## src/rtl/ifetch_unit.sv

```systemverilog
// ifetch_unit: PC register and instruction-fetch stage.
// Drives an SRAM-like instruction bus, loads the IF/ID pipeline register,
// absorbs redirects that land while a fetch is outstanding and applies
// branch targets resolved in ID after the delay slot.
// Optional build macro IFETCH_STAT_EN adds the stat_fetch / stat_drop counters.
module ifetch_unit #(
  parameter logic [31:0] RESET_PC = 32'hBFC00000
) (
  input  logic        clk,
  input  logic        rst,
  input  logic [4:0]  stall,
  input  logic        flush,
  input  logic [31:0] new_pc,
  input  logic        branch_flag,
  input  logic [31:0] branch_target,
  output logic        ibus_req,
  output logic [31:0] ibus_addr,
  input  logic        ibus_ack,
  input  logic [31:0] ibus_rdata,
  output logic        stallreq_if,
  output logic [31:0] if_pc,
  output logic [31:0] if_inst,
  output logic        if_valid,
  output logic        if_adel
`ifdef IFETCH_STAT_EN
  ,
  output logic [31:0] stat_fetch,
  output logic [31:0] stat_drop
`endif
);

  typedef enum logic [1:0] {
    StIdle,
    StFetch,
    StDrain,
    StHold
  } state_e;

  state_e      r_state;
  logic [31:0] r_pc;
  logic        r_br_pend;
  logic [31:0] r_br_target;
  logic [31:0] r_buf;
  logic [31:0] r_if_pc;
  logic [31:0] r_if_inst;
  logic        r_if_valid;
  logic        r_if_adel;

  state_e      w_state_nxt;
  logic [31:0] w_pc_nxt;
  logic [31:0] w_buf_nxt;
  logic        w_br_pend_nxt;
  logic [31:0] w_br_target_nxt;
  logic [31:0] w_if_pc_nxt;
  logic [31:0] w_if_inst_nxt;
  logic        w_if_valid_nxt;
  logic        w_if_adel_nxt;

  logic        w_aligned;
  logic        w_fetch_hit;
  logic [31:0] w_fetch_data;
  logic        w_br_take;
  logic [31:0] w_next_pc;
  logic        w_deliver;
  logic [31:0] w_deliver_data;

  // stall[0] and stall[4:3] belong to other stages; only IF/ID and ID/EX matter here.
  logic w_unused_stall;
  assign w_unused_stall = ^{stall[4:3], stall[0]};

  // Bus-facing and pipeline-control outputs, all combinational from state and pc.
  always_comb begin
    w_aligned   = (r_pc[1:0] == 2'b00);
    ibus_req    = ((r_state == StFetch) || (r_state == StDrain)) && w_aligned;
    ibus_addr   = r_pc;
    stallreq_if = ((r_state == StFetch) && w_aligned && !ibus_ack) ||
                  ((r_state == StDrain) && !ibus_ack);
  end

  // Fetch result and sequential-next PC, with a same-cycle branch forwarded so
  // the instruction after the delay slot is the target.
  always_comb begin
    // A misaligned pc never goes to the bus: it completes at once with data 0.
    w_fetch_hit  = w_aligned ? ibus_ack : 1'b1;
    w_fetch_data = w_aligned ? ibus_rdata : 32'h0;
    w_br_take    = branch_flag && !stall[1] && !flush;
    if (w_br_take) begin
      w_next_pc = branch_target;
    end else if (r_br_pend) begin
      w_next_pc = r_br_target;
    end else begin
      w_next_pc = r_pc + 32'd4;
    end
  end

  // Fetch FSM next-state, PC and holding buffer.
  always_comb begin
    w_state_nxt    = r_state;
    w_pc_nxt       = r_pc;
    w_buf_nxt      = r_buf;
    w_deliver      = 1'b0;
    w_deliver_data = 32'h0;
    unique case (r_state)
      StIdle: begin
        w_state_nxt = StFetch;
      end
      StFetch: begin
        if (w_fetch_hit) begin
          if (flush) begin
            w_pc_nxt = new_pc;
          end else if (!stall[1]) begin
            w_deliver      = 1'b1;
            w_deliver_data = w_fetch_data;
            w_pc_nxt       = w_next_pc;
          end else begin
            w_buf_nxt   = w_fetch_data;
            w_state_nxt = StHold;
          end
        end else if (flush) begin
          // The old request is still owed a response; wait for it in DRAIN.
          w_pc_nxt    = new_pc;
          w_state_nxt = StDrain;
        end
      end
      StDrain: begin
        if (flush) begin
          w_pc_nxt = new_pc;
        end
        if (ibus_ack) begin
          w_state_nxt = StFetch;
        end
      end
      StHold: begin
        if (flush) begin
          w_pc_nxt    = new_pc;
          w_state_nxt = StFetch;
        end else if (!stall[1]) begin
          w_deliver      = 1'b1;
          w_deliver_data = r_buf;
          w_pc_nxt       = w_next_pc;
          w_state_nxt    = StFetch;
        end
      end
      default: begin
        w_state_nxt = StIdle;
      end
    endcase
  end

  // Pending-branch bookkeeping: flush discards it, delivery consumes it.
  always_comb begin
    w_br_pend_nxt   = r_br_pend;
    w_br_target_nxt = r_br_target;
    if (flush || w_deliver) begin
      w_br_pend_nxt = 1'b0;
    end else if (w_br_take) begin
      w_br_pend_nxt   = 1'b1;
      w_br_target_nxt = branch_target;
    end
  end

  // IF/ID register next values: deliver, clear on flush, hold or bubble.
  always_comb begin
    w_if_pc_nxt    = r_if_pc;
    w_if_inst_nxt  = r_if_inst;
    w_if_valid_nxt = r_if_valid;
    w_if_adel_nxt  = r_if_adel;
    if (w_deliver) begin
      w_if_pc_nxt    = r_pc;
      w_if_inst_nxt  = w_deliver_data;
      w_if_valid_nxt = 1'b1;
      w_if_adel_nxt  = !w_aligned;
    end else if (flush) begin
      w_if_inst_nxt  = 32'h0;
      w_if_valid_nxt = 1'b0;
      w_if_adel_nxt  = 1'b0;
    end else if (!(stall[1] && stall[2])) begin
      // Bubble: ID is consuming (or advancing past) a slot we cannot fill.
      w_if_inst_nxt  = 32'h0;
      w_if_valid_nxt = 1'b0;
    end
  end

  // State registers.
  always_ff @(posedge clk or posedge rst) begin
    if (rst) begin
      r_state     <= StIdle;
      r_pc        <= RESET_PC;
      r_br_pend   <= 1'b0;
      r_br_target <= 32'h0;
      r_buf       <= 32'h0;
      r_if_pc     <= 32'h0;
      r_if_inst   <= 32'h0;
      r_if_valid  <= 1'b0;
      r_if_adel   <= 1'b0;
    end else begin
      r_state     <= w_state_nxt;
      r_pc        <= w_pc_nxt;
      r_br_pend   <= w_br_pend_nxt;
      r_br_target <= w_br_target_nxt;
      r_buf       <= w_buf_nxt;
      r_if_pc     <= w_if_pc_nxt;
      r_if_inst   <= w_if_inst_nxt;
      r_if_valid  <= w_if_valid_nxt;
      r_if_adel   <= w_if_adel_nxt;
    end
  end

  assign if_pc    = r_if_pc;
  assign if_inst  = r_if_inst;
  assign if_valid = r_if_valid;
  assign if_adel  = r_if_adel;

`ifdef IFETCH_STAT_EN
  logic [31:0] r_stat_fetch;
  logic [31:0] r_stat_drop;
  logic        w_drop;

  // A response is thrown away when it lands during a redirect, drains a stale
  // request, or sits in the holding buffer when a flush arrives.
  assign w_drop = ((r_state == StFetch) && w_aligned && ibus_ack && flush) ||
                  ((r_state == StDrain) && ibus_ack) ||
                  ((r_state == StHold) && flush);

  // Delivered / dropped instruction counters, free-running with wrap.
  always_ff @(posedge clk or posedge rst) begin
    if (rst) begin
      r_stat_fetch <= 32'h0;
      r_stat_drop  <= 32'h0;
    end else begin
      if (w_deliver) begin
        r_stat_fetch <= r_stat_fetch + 32'd1;
      end
      if (w_drop) begin
        r_stat_drop <= r_stat_drop + 32'd1;
      end
    end
  end

  assign stat_fetch = r_stat_fetch;
  assign stat_drop  = r_stat_drop;
`endif

endmodule

```

## config.mk

```make
export PLATFORM = sky130hd
export DESIGN_NAME = ifetch_unit
export DESIGN_NICKNAME = d
export VERILOG_FILES = /design/src/rtl/ifetch_unit.sv
export SDC_FILE = /design/constraint.sdc
export NUM_CORES = 1
export LEC_CHECK = 0
export ABC_AREA = 1
export CAP_MARGIN = 15
export CORE_ASPECT_RATIO = 0.75
export CORE_MARGIN = 1.5
export CORE_UTILIZATION = 56
export DETAILED_ROUTE_END_ITERATION = 6
export PLACE_DENSITY = 0.87
export SLEW_MARGIN = 20
export SYNTH_ARGS = -nofsm -noshare
export SYNTH_HDL_FRONTEND = slang
export SYNTH_SLANG_ARGS = --single-unit
```

## constraint.sdc

```tcl
create_clock -name clk -period 12.9 [get_ports clk]
set_input_delay 1.935 -clock clk [delete_from_list [all_inputs] [get_ports clk]]
set_output_delay 1.935 -clock clk [all_outputs]
set_load 0.005 [all_outputs]
```

### Word level (Yosys, flattened, before mapping)

Index checks and enable logic that the tools add are counted.

* bits in registers: 165
* input bits: 106
* output and inout bits: 100

* $add $sub $neg: 1
* equal/unequal tests: 9
* muxes and demuxes: 37
* bitwise operators: 2
* reductions and logical operators: 22

Operator list (count)
* $mux W32: 15
* $pmux W32 S3: 1
* $pmux W32 S2: 1
* $add A32 B3 Y32 const B: 1
* $ne A3 B3 Y1 const B: 5
* $mux W2: 7
* $mux W1: 11
* $pmux W2 S4: 1
* $logic_and A1 B1 Y1: 7
* $reduce_and A5 Y1: 1
* $eq A2 B2 Y1 const B: 2
* $logic_not A1 Y1: 4
* $logic_not A2 Y1: 2
* $reduce_and A4 Y1: 1
* $reduce_bool A2 Y1: 2
* $logic_or A1 B1 Y1: 3
* $reduce_bool A3 Y1: 1
* $eq A2 B1 Y1 const B: 1
* $ne A2 B2 Y1 const B: 1
* $not A1 Y1: 2
* $pmux W1 S2: 1
* $reduce_and A2 Y1: 1

### Longest topological paths before layout

Gate-level depths: netlist (run 1).

* depth in word-level cells: 8
* gate-level depth with buffers: 13
* depth with buffers taken out: 13

### Worst setup path before layout (run 1)

OpenSTA, ideal clock, no wires.

* kind: input port to output port
* start: input ibus_ack
* end: output stallreq_if
* data arrival time: 2451 ps
* slack: 8514 ps
* stages: 4
* cell sequence: nor2_4 buf_2 nand2_1 nand2_1

* cells in the longest elaborated chain, start to end: 3
* elaborated cells between the ends (all ways): 4
* those cells by class: reduce/logical (4)

Ends and longest elaborated chain
* start, declared: RTL line 18 `input logic ibus_ack,`
* $logic_not A1 Y1 *: RTL line 76, 77
* $logic_and A1 B1 Y1 (on tied branches): RTL line 76, 77
* $logic_or A1 B1 Y1 *: RTL line 76 `stallreq_if = ((r_state == StFetch) && w_aligned && !ibus_ack) ||`
* end, declared: RTL line 20 `output logic stallreq_if,`

Mark *: on every way between the ends. The rest lies on a longest branch, timed or not.

### Final worst setup path (run 1)

Same ends and word-level chain as after synthesis.

==> impl_results.html, run 1 <==
<table>
<tr><th>Metric</th><th>Value</th></tr>
<tr><th colspan="2">Global route</th></tr>
<tr><td>Maximum number of pins on one net before global-route repair</td><td>102</td></tr>
<tr><td>Number of global-route vias before repair</td><td>9284</td></tr>
<tr><td>Global routing met1 resource utilization</td><td>0.478</td></tr>
<tr><td>Grt total ovfl</td><td>0</td></tr>
<tr><td>Initial antenna violation count</td><td>0</td></tr>
<tr><td>Met3 global-route usage</td><td>0.0825</td></tr>
<tr><td>Busiest grt layer</td><td>met2</td></tr>
<tr><td>GR Layer Usage met2</td><td>0.538</td></tr>
<tr><td>Total GRT Usage</td><td>0.349</td></tr>
<tr><td>Global-route wire length before repair</td><td>49000 microns</td></tr>
<tr><th colspan="2">Route</th></tr>
<tr><td>Antenna Nets Post-Route</td><td>0</td></tr>
<tr><td>Post-DR wirelength/cell</td><td>18.3 microns</td></tr>
<tr><td>Number of optimization iterations in the first detailed-route pass</td><td>6</td></tr>
<tr><td>Vias/cell</td><td>5.88</td></tr>
<tr><td>DRC violation total after the first TritonRoute iteration</td><td>1205</td></tr>
<tr><td>Total via count in the routed design</td><td>10100</td></tr>
<tr><td>DRC violations left</td><td>0</td></tr>
<tr><td>WL final</td><td>31300 microns</td></tr>
<tr><th colspan="2">Clock tree</th></tr>
<tr><td>Clock tree from TritonCTS</td><td>built</td></tr>
<tr><td>Post-cts hold buffer count</td><td>0</td></tr>
<tr><td>Number of CTS-inserted buffers</td><td>17</td></tr>
<tr><td>Deepest clock path buffer count</td><td>2</td></tr>
<tr><td>Resize count post-CTS</td><td>0</td></tr>
<tr><td>Clk sinks</td><td>165</td></tr>
<tr><td>Root Buffer Master</td><td>clkbuf_16</td></tr>
<tr><td>Count of buffers added by post-CTS timing repair for setup</td><td>0</td></tr>
<tr><td>Clock slew seen by the registers of the worst setup and hold paths</td><td>70 ps</td></tr>
<tr><td>Maximum level of the CTS H-tree</td><td>4</td></tr>
<tr><td>Clock latency reported for the late side of the worst-skew pair</td><td>450 ps</td></tr>
<tr><th colspan="2">Timing</th></tr>
<tr><td>Setup-failing EPs final</td><td>0</td></tr>
<tr><td>Number of max-slew violations in the final report</td><td>0</td></tr>
<tr><td>Max transition margin</td><td>0.259</td></tr>
<tr><td>Final setup margin</td><td>6950 ps</td></tr>
<tr><td>Period utilization</td><td>0.462</td></tr>
<tr><td>Largest clock skew in the final design</td><td>9.09 ps</td></tr>
<tr><td>Highest attainable clock frequency</td><td>168 MHz</td></tr>
<tr><td>Transition at the pin with the smallest max-transition slack</td><td>1110 ps</td></tr>
<tr><td>Post-route setup TNS</td><td>0 ps</td></tr>
<tr><td>Setup repair after global routing missed its margin</td><td>no</td></tr>
<tr><td>Final hold violation count</td><td>0</td></tr>
<tr><td>Crit path time final</td><td>5950 ps</td></tr>
<tr><th colspan="2">Final layout</th></tr>
<tr><td>Count of inserted antenna diode cells</td><td>0</td></tr>
<tr><td>Fraction of final layout cells sized beyond drive strength 1</td><td>0.0710</td></tr>
<tr><td>Number of inserted filler cells in the final layout</td><td>1310</td></tr>
<tr><td>Utilization after layout</td><td>0.724</td></tr>
<tr><td>Number of nets in the final layout</td><td>1592</td></tr>
<tr><td>Post-route standard cell area excluding fillers</td><td>12200 sq um</td></tr>
<tr><td>Layout area overhead</td><td>25.9%</td></tr>
<tr><th colspan="2">Min path</th></tr>
<tr><td>Worst hold path type</td><td>flop to flop</td></tr>
<tr><th colspan="2">Pwr</th></tr>
<tr><td>Cell Pwr Density</td><td>214 nW/um^2</td></tr>
<tr><td>Reported net switching power</td><td>1.13 mW</td></tr>
<tr><td>Leak</td><td>5.64 nW</td></tr>
<tr><td>Highest ir drop seen on vdd</td><td>0.134 mV</td></tr>
<tr><td>Sw Ratio</td><td>0.434</td></tr>
<tr><td>Combinational power share</td><td>0.456</td></tr>
<tr><td>Clock network fraction of total power</td><td>0.200</td></tr>
<tr><td>Internal Dissipation</td><td>1.48 mW</td></tr>
<tr><td>Portion of total power attributed to sequential cells</td><td>0.344</td></tr>
<tr><th colspan="2">Worst setup path</th></tr>
<tr><td>Startpoint-to-endpoint class of the critical path</td><td>input pin to output pin</td></tr>
<tr><td>Critical path data required time</td><td>10970 ps</td></tr>
<tr><td>Critical path endpoint category</td><td>output pin</td></tr>
<tr><td>Critical Path AT</td><td>4020 ps</td></tr>
<tr><td>Startpoint kind of the worst setup timing path</td><td>input pin</td></tr>
<tr><td>Top fanout value on the critical path</td><td>46</td></tr>
<tr><th colspan="2">Placed design</th></tr>
<tr><td>Area of placed instances</td><td>11600 sq um</td></tr>
<tr><td>Detailed-placement wirelength estimate</td><td>21100 microns</td></tr>
<tr><td>Final weighted congestion of routability-driven global placement</td><td>0.936</td></tr>
<tr><td>Number of buffers added on ports</td><td>202</td></tr>
<tr><td>Worst slack, placed</td><td>7000 ps</td></tr>
<tr><th colspan="2">Floorplanning</th></tr>
<tr><td>Top-level I/O count</td><td>206</td></tr>
<tr><td>Vert. Die Dim</td><td>117 microns</td></tr>
<tr><td>Starting utilization of the core area</td><td>0.575</td></tr>
<tr><td>Area of the die</td><td>18100 sq um</td></tr>
<tr><td>Row count</td><td>41</td></tr>
<tr><td>Overall die width</td><td>155 microns</td></tr>
<tr><td>Core area</td><td>16900 sq um</td></tr>
<tr><th colspan="2">Outcome</th></tr>
<tr><td>Outcome</td><td>finished clean</td></tr>
<tr><th colspan="2">Logic synthesis</th></tr>
<tr><td>Count of state elements after synthesis</td><td>165</td></tr>
<tr><td>Proportion of synthesized chip area in sequential cells</td><td>0.427</td></tr>
<tr><td>Synthesized net count</td><td>1445</td></tr>
<tr><td>Synthesized netlist cell count</td><td>1334</td></tr>
<tr><td>Total standard cell area after synthesis</td><td>9700 sq um</td></tr>
<tr><td>Yosys warning total</td><td>0</td></tr>
<tr><td>Unique cell type count in the Yosys netlist</td><td>41</td></tr>
<tr><td>Avg Cell Area, Syn</td><td>7.27 sq um</td></tr>
<tr><th colspan="2">Run</th></tr>
<tr><td>Max-Cap Viols</td><td>0</td></tr>
</table>
## cells by family after synthesis
kind of cell / Yosys count / share of synthesized area
xor gates and xnor gates: 1 / 0.000903
muxes: 5 / 0.00736
DFF: 165 / 0.427
buffers and inverters: 228 / 0.103
AOI/OAI and AO/OA: 338 / 0.191
adders and majority gates: 5 / 0.00645
and+or+nand+nor: 592 / 0.265
## placed cells by master, fill, tap and decap left out, types with 2 or more instances in the layout
| cell | count |
|---|---|
| nand2_1 | 342 |
| clkdlybuf4s50_1 | 201 |
| dfrtp_1 | 156 |
| o21ai_0 | 153 |
| nand3_1 | 137 |
| inv_1 | 136 |
| a21oi_1 | 106 |
| nor2_1 | 65 |
| o22ai_1 | 35 |
| or2_2 | 17 |
| clkbuf_16 | 17 |
| a221oi_1 | 16 |
| nand2_2 | 9 |
| o21ai_1 | 9 |
| dfstp_2 | 9 |
| buf_4 | 9 |
| o211ai_1 | 8 |
| inv_2 | 6 |
| inv_8 | 6 |
| nor2_4 | 5 |
| a22oi_1 | 5 |
| ha_1 | 5 |
| nor2_2 | 4 |
| mux2_4 | 4 |
| clkinv_8 | 4 |
| nand4_1 | 3 |
| a21oi_2 | 3 |
| clkinv_1 | 2 |
| inv_6 | 2 |
| nor3_1 | 2 |
| or2_0 | 2 |
| nand2_4 | 2 |
| clkinv_4 | 2 |
## routing by layer
metal / up-vias / share of wire
met5: - / 0
met4: 0 / 0.039
met3: 101 / 0.10
met2: 618 / 0.44
met1: 4638 / 0.42
li1: 4694 / -
## synth_stat cells (all sizes together)
| cell type | instances | area (sq um) |
|---|---|---|
| nand4 | 3 | 18.8 |
| inv | 143 | 537 |
| nor2 | 75 | 343 |
| mux2 | 5 | 71.3 |
| dlygate4sd1 | 2 | 17.5 |
| nand3 | 138 | 696 |
| o21ai | 162 | 811 |
| dfrtp | 156 | 3900 |
| clkinv | 2 | 7.51 |
| o221ai | 1 | 8.76 |
| ha | 5 | 62.6 |
| o2111ai | 1 | 8.76 |
| or2 | 19 | 119 |
| a22oi | 5 | 37.5 |
| a31oi | 1 | 6.26 |
| a221oi | 16 | 140 |
| o211ai | 8 | 60.1 |
| a21oi | 109 | 557 |
| nor3 | 3 | 26.3 |
| and2 | 1 | 6.26 |
| buf | 43 | 220 |
| dfstp | 9 | 236 |
| nand2 | 353 | 1360 |
| clkbuf | 38 | 213 |
| o22ai | 35 | 219 |
| xor2 | 1 | 8.76 |
## area by class of cell
cell class | instances | area (sq um) | share of cell area
multi-input combinational | 941 | 4560 | 0.374
clock inverter | 15 | 180 | 0.0148
inverter | 145 | 549 | 0.0450
clock buffer | 17 | 425 | 0.0348
timing repair buffer | 211 | 2080 | 0.171
tap | 215 | 269 | 0.0220
sequential | 165 | 4140 | 0.339
## metrics by stage
stage	power, mW	hold slack (ps)	std cells
finish	2.61	489	1709
global route	2.78	516	1709
CTS	2.59	491	1709
detailed placement	2.06	474	1677
global placement	2.02	466	1677
floorplan	1.58	453	1334
## path summary, 6_finish.rpt
| check | cells past startpoint | start | to | slack [ps] |
|---|---|---|---|---|
| max | 5 | ibus_ack | stallreq_if | 6950 |
| min | 2 | if_pc[16] | if_pc[16] | 490 |
| max reg2reg | 10 | ibus_addr[0] | r_br_target[11] | 8470 |
| min reg2reg | 2 | if_pc[16] | if_pc[16] | 490 |
| max in group asynchronous | 3 | rst | r_br_target[27] | 9440 |
| min in group asynchronous | 2 | rst | if_inst[30] | 2040 |
## critical path, stage by stage
cell and delay [ps]:
clkdlybuf4s50_1 460, nor2_4 840, nand2_1 150, nand2_1 100, clkdlybuf4s50_1 530
## sequential cells by signal, indices dropped and copies added (netlist names)
signal,count
if_adel,1
r_state,2
r_br_target,32
r_br_pend,1
if_inst,32
if_pc,32
r_buf,32
if_valid,1
ibus_addr,32
## power by group through the flow
stage	clock network [mW]	registers [mW]	logic, mW
final	0.522	0.898	1.19
after global routing	0.549	0.916	1.32
after CTS	0.522	0.891	1.18
after detailed placement	0	0.898	1.17
after global placement	0	0.893	1.13
after floorplan	0	0.850	0.729
Power figures use the tool's default switching activity.
==> inputs of run 2 (changes only) <==
CORE_UTILIZATION = 52   (was 56)
PLACE_DENSITY = 0.81   (was 0.87)
clock period = 5.9 ns   (was 12.9 ns; I/O delays follow)
==> run 2 against run 1 <==
Compared with the run above: the flow now finishes with violations (DRC); die area rose by 7.5%; power rose by 120%; utilization is 5.7 points lower; cell count is 2.2% higher; clock power increased by 120%; sequential share of layout area down 0.15 points; highest routed layer unchanged; first-iteration DRC count shrank 0.75%.
==> impl_results.html, run 2 (synthesis results as in run 1) <==
<table>
<tr><th>Metric</th><th>Value</th></tr>
<tr><th colspan="2">Outcome</th></tr>
<tr><td>Outcome</td><td>finished with violations</td></tr>
<tr><td>Violated checks</td><td>DRC</td></tr>
<tr><th colspan="2">Clock tree</th></tr>
<tr><td>Number of CTS-inserted buffers</td><td>17</td></tr>
<tr><td>Post-cts hold buffer count</td><td>0</td></tr>
<tr><td>Count of buffers added by post-CTS timing repair for setup</td><td>0</td></tr>
<tr><td>Clock latency reported for the late side of the worst-skew pair</td><td>440 ps</td></tr>
<tr><td>Deepest clock path buffer count</td><td>2</td></tr>
<tr><td>Maximum level of the CTS H-tree</td><td>4</td></tr>
<tr><td>Clk sinks</td><td>165</td></tr>
<tr><td>Resize count post-CTS</td><td>0</td></tr>
<tr><td>Clock slew seen by the registers of the worst setup and hold paths</td><td>70 ps</td></tr>
<tr><td>Root Buffer Master</td><td>clkbuf_16</td></tr>
<tr><td>Clock tree from TritonCTS</td><td>built</td></tr>
<tr><th colspan="2">Worst setup path</th></tr>
<tr><td>Critical path endpoint category</td><td>flop</td></tr>
<tr><td>Critical path data required time</td><td>6250 ps</td></tr>
<tr><td>Startpoint-to-endpoint class of the critical path</td><td>flop to flop</td></tr>
<tr><td>Top fanout value on the critical path</td><td>37</td></tr>
<tr><td>Critical Path AT</td><td>4100 ps</td></tr>
<tr><td>R2R setup slack</td><td>2140 ps</td></tr>
<tr><td>Startpoint kind of the worst setup timing path</td><td>flop</td></tr>
<tr><th colspan="2">Route</th></tr>
<tr><td>DRC violation total after the first TritonRoute iteration</td><td>1196</td></tr>
<tr><td>Total via count in the routed design</td><td>10000</td></tr>
<tr><td>Vias/cell</td><td>5.73</td></tr>
<tr><td>DRC violations left</td><td>2</td></tr>
<tr><td>Number of optimization iterations in the first detailed-route pass</td><td>7</td></tr>
<tr><td>Post-DR wirelength/cell</td><td>18.3 microns</td></tr>
<tr><td>Antenna Nets Post-Route</td><td>0</td></tr>
<tr><td>WL final</td><td>31900 microns</td></tr>
<tr><th colspan="2">Global route</th></tr>
<tr><td>Total GRT Usage</td><td>0.326</td></tr>
<tr><td>Initial antenna violation count</td><td>3</td></tr>
<tr><td>Maximum number of pins on one net before global-route repair</td><td>68</td></tr>
<tr><td>Grt total ovfl</td><td>0</td></tr>
<tr><td>Global-route wire length before repair</td><td>49400 microns</td></tr>
<tr><td>Number of global-route vias before repair</td><td>9095</td></tr>
<tr><th colspan="2">Placed design</th></tr>
<tr><td>Detailed-placement wirelength estimate</td><td>21300 microns</td></tr>
<tr><td>Number of buffers added on ports</td><td>202</td></tr>
<tr><td>Final weighted congestion of routability-driven global placement</td><td>0.949</td></tr>
<tr><td>Worst slack, placed</td><td>2260 ps</td></tr>
<tr><th colspan="2">Final layout</th></tr>
<tr><td>Leading cell type in the layout, fill and taps excluded</td><td>nand2_1</td></tr>
<tr><td>Fraction of final layout cells sized beyond drive strength 1</td><td>0.0728</td></tr>
<tr><td>Number of nets in the final layout</td><td>1596</td></tr>
<tr><td>Leading cell types in the layout, fill and taps excluded</td><td>342 x nand2_1, 201 x clkdlybuf4s50_1, 156 x dfrtp_1, 153 x o21ai_0, 137 x nand3_1</td></tr>
<tr><td>Number of inserted filler cells in the final layout</td><td>1591</td></tr>
<tr><td>Layout area overhead</td><td>26.5%</td></tr>
<tr><th colspan="2">Pwr</th></tr>
<tr><td>Clock network fraction of total power</td><td>0.199</td></tr>
<tr><td>Sw Ratio</td><td>0.423</td></tr>
<tr><td>Portion of total power attributed to sequential cells</td><td>0.345</td></tr>
<tr><td>Cell Pwr Density</td><td>465 nW/um^2</td></tr>
<tr><td>Reported net switching power</td><td>2.42 mW</td></tr>
<tr><td>Leak</td><td>5.65 nW</td></tr>
<tr><td>Highest ir drop seen on vdd</td><td>0.270 mV</td></tr>
<tr><td>Combinational power share</td><td>0.456</td></tr>
<tr><td>Internal Dissipation</td><td>3.29 mW</td></tr>
<tr><th colspan="2">Floorplanning</th></tr>
<tr><td>Vert. Die Dim</td><td>121 microns</td></tr>
<tr><td>Core area</td><td>18400 sq um</td></tr>
<tr><td>Starting utilization of the core area</td><td>0.527</td></tr>
<tr><td>Row count</td><td>43</td></tr>
<tr><td>Top-level I/O count</td><td>206</td></tr>
<tr><td>Area of the die</td><td>19500 sq um</td></tr>
<tr><td>Overall die width</td><td>161 microns</td></tr>
<tr><th colspan="2">Min path</th></tr>
<tr><td>Worst hold path type</td><td>flop to flop</td></tr>
<tr><th colspan="2">Run</th></tr>
<tr><td>Max-Cap Viols</td><td>0</td></tr>
<tr><th colspan="2">Timing</th></tr>
<tr><td>Crit path time final</td><td>3760 ps</td></tr>
<tr><td>Transition at the pin with the smallest max-transition slack</td><td>1050 ps</td></tr>
<tr><td>Largest clock skew in the final design</td><td>10.5 ps</td></tr>
<tr><td>Post-route setup TNS</td><td>0 ps</td></tr>
<tr><td>Final setup margin</td><td>2140 ps</td></tr>
<tr><td>Highest attainable clock frequency</td><td>266 MHz</td></tr>
<tr><td>Final hold violation count</td><td>0</td></tr>
<tr><td>Max transition margin</td><td>0.299</td></tr>
<tr><td>Number of max-slew violations in the final report</td><td>0</td></tr>
<tr><td>Period utilization</td><td>0.637</td></tr>
<tr><td>Setup repair after global routing missed its margin</td><td>no</td></tr>
<tr><td>Setup-failing EPs final</td><td>0</td></tr>
</table>
run 2: per-layer routing:
metal,wire length (microns),part of all wire,up-vias,global-route usage
met5,0,0,-,0
met4,682,0.021,0,0.103
met3,3680,0.12,71,0.0841
met2,14000,0.44,607,0.491
met1,13500,0.42,4626,0.460
li1,-,-,4706,-
run 2: worst paths after layout:
check	start	cells past startpoint	endpoint
max	r_state[0]	8	r_br_target[23]
min reg2reg	if_pc[26]	2	if_pc[26]
min	if_pc[26]	2	if_pc[26]
max reg2reg	r_state[0]	8	r_br_target[23]
min in group asynchronous	rst	2	if_pc[2]
max in group asynchronous	rst	3	if_pc[15]
run 2: final cells by class:
class	instances	area (sq um)	share of cell area
antenna	2	5.00	0.000408
clock buffer	19	433	0.0353
clock inverter	13	151	0.0123
inverter	145	549	0.0448
multi-input combinational	941	4560	0.372
sequential	165	4140	0.338
tap	247	309	0.0252
timing repair buffer	215	2110	0.172
run 2: worst max-delay path, cell delays in order (launching register included):
cell and delay (ps):
dfrtp_1 400, ha_1 880, inv_2 570, nand2_4 500, nand2_2 110, nand2_2 600
buf_4 380, nand2_1 90, o21ai_0 100
run 2: power groups by stage:
stage,clock (mW),sequential [mW],combinational [mW]
global placement,0,1.96,2.48
floorplan,0,1.86,1.59
global route,1.18,2.00,2.87
CTS,1.14,1.95,2.57
finish,1.14,1.97,2.61
detailed placement,0,1.97,2.55
run 2: per-stage QoR:
stage | area (sq um) | total power, mW | instances | hold WS, ps | utilization
floorplan | 9700 | 3.45 | 1334 | 453 | -
global placement | 11700 | 4.44 | 1713 | 466 | 0.635
detailed placement | 11700 | 4.52 | 1713 | 473 | 0.635
CTS | 12300 | 5.67 | 1745 | 491 | 0.666
global route | 12300 | 6.06 | 1745 | 512 | 0.666
finish | 12300 | 5.71 | 1747 | 485 | 0.667
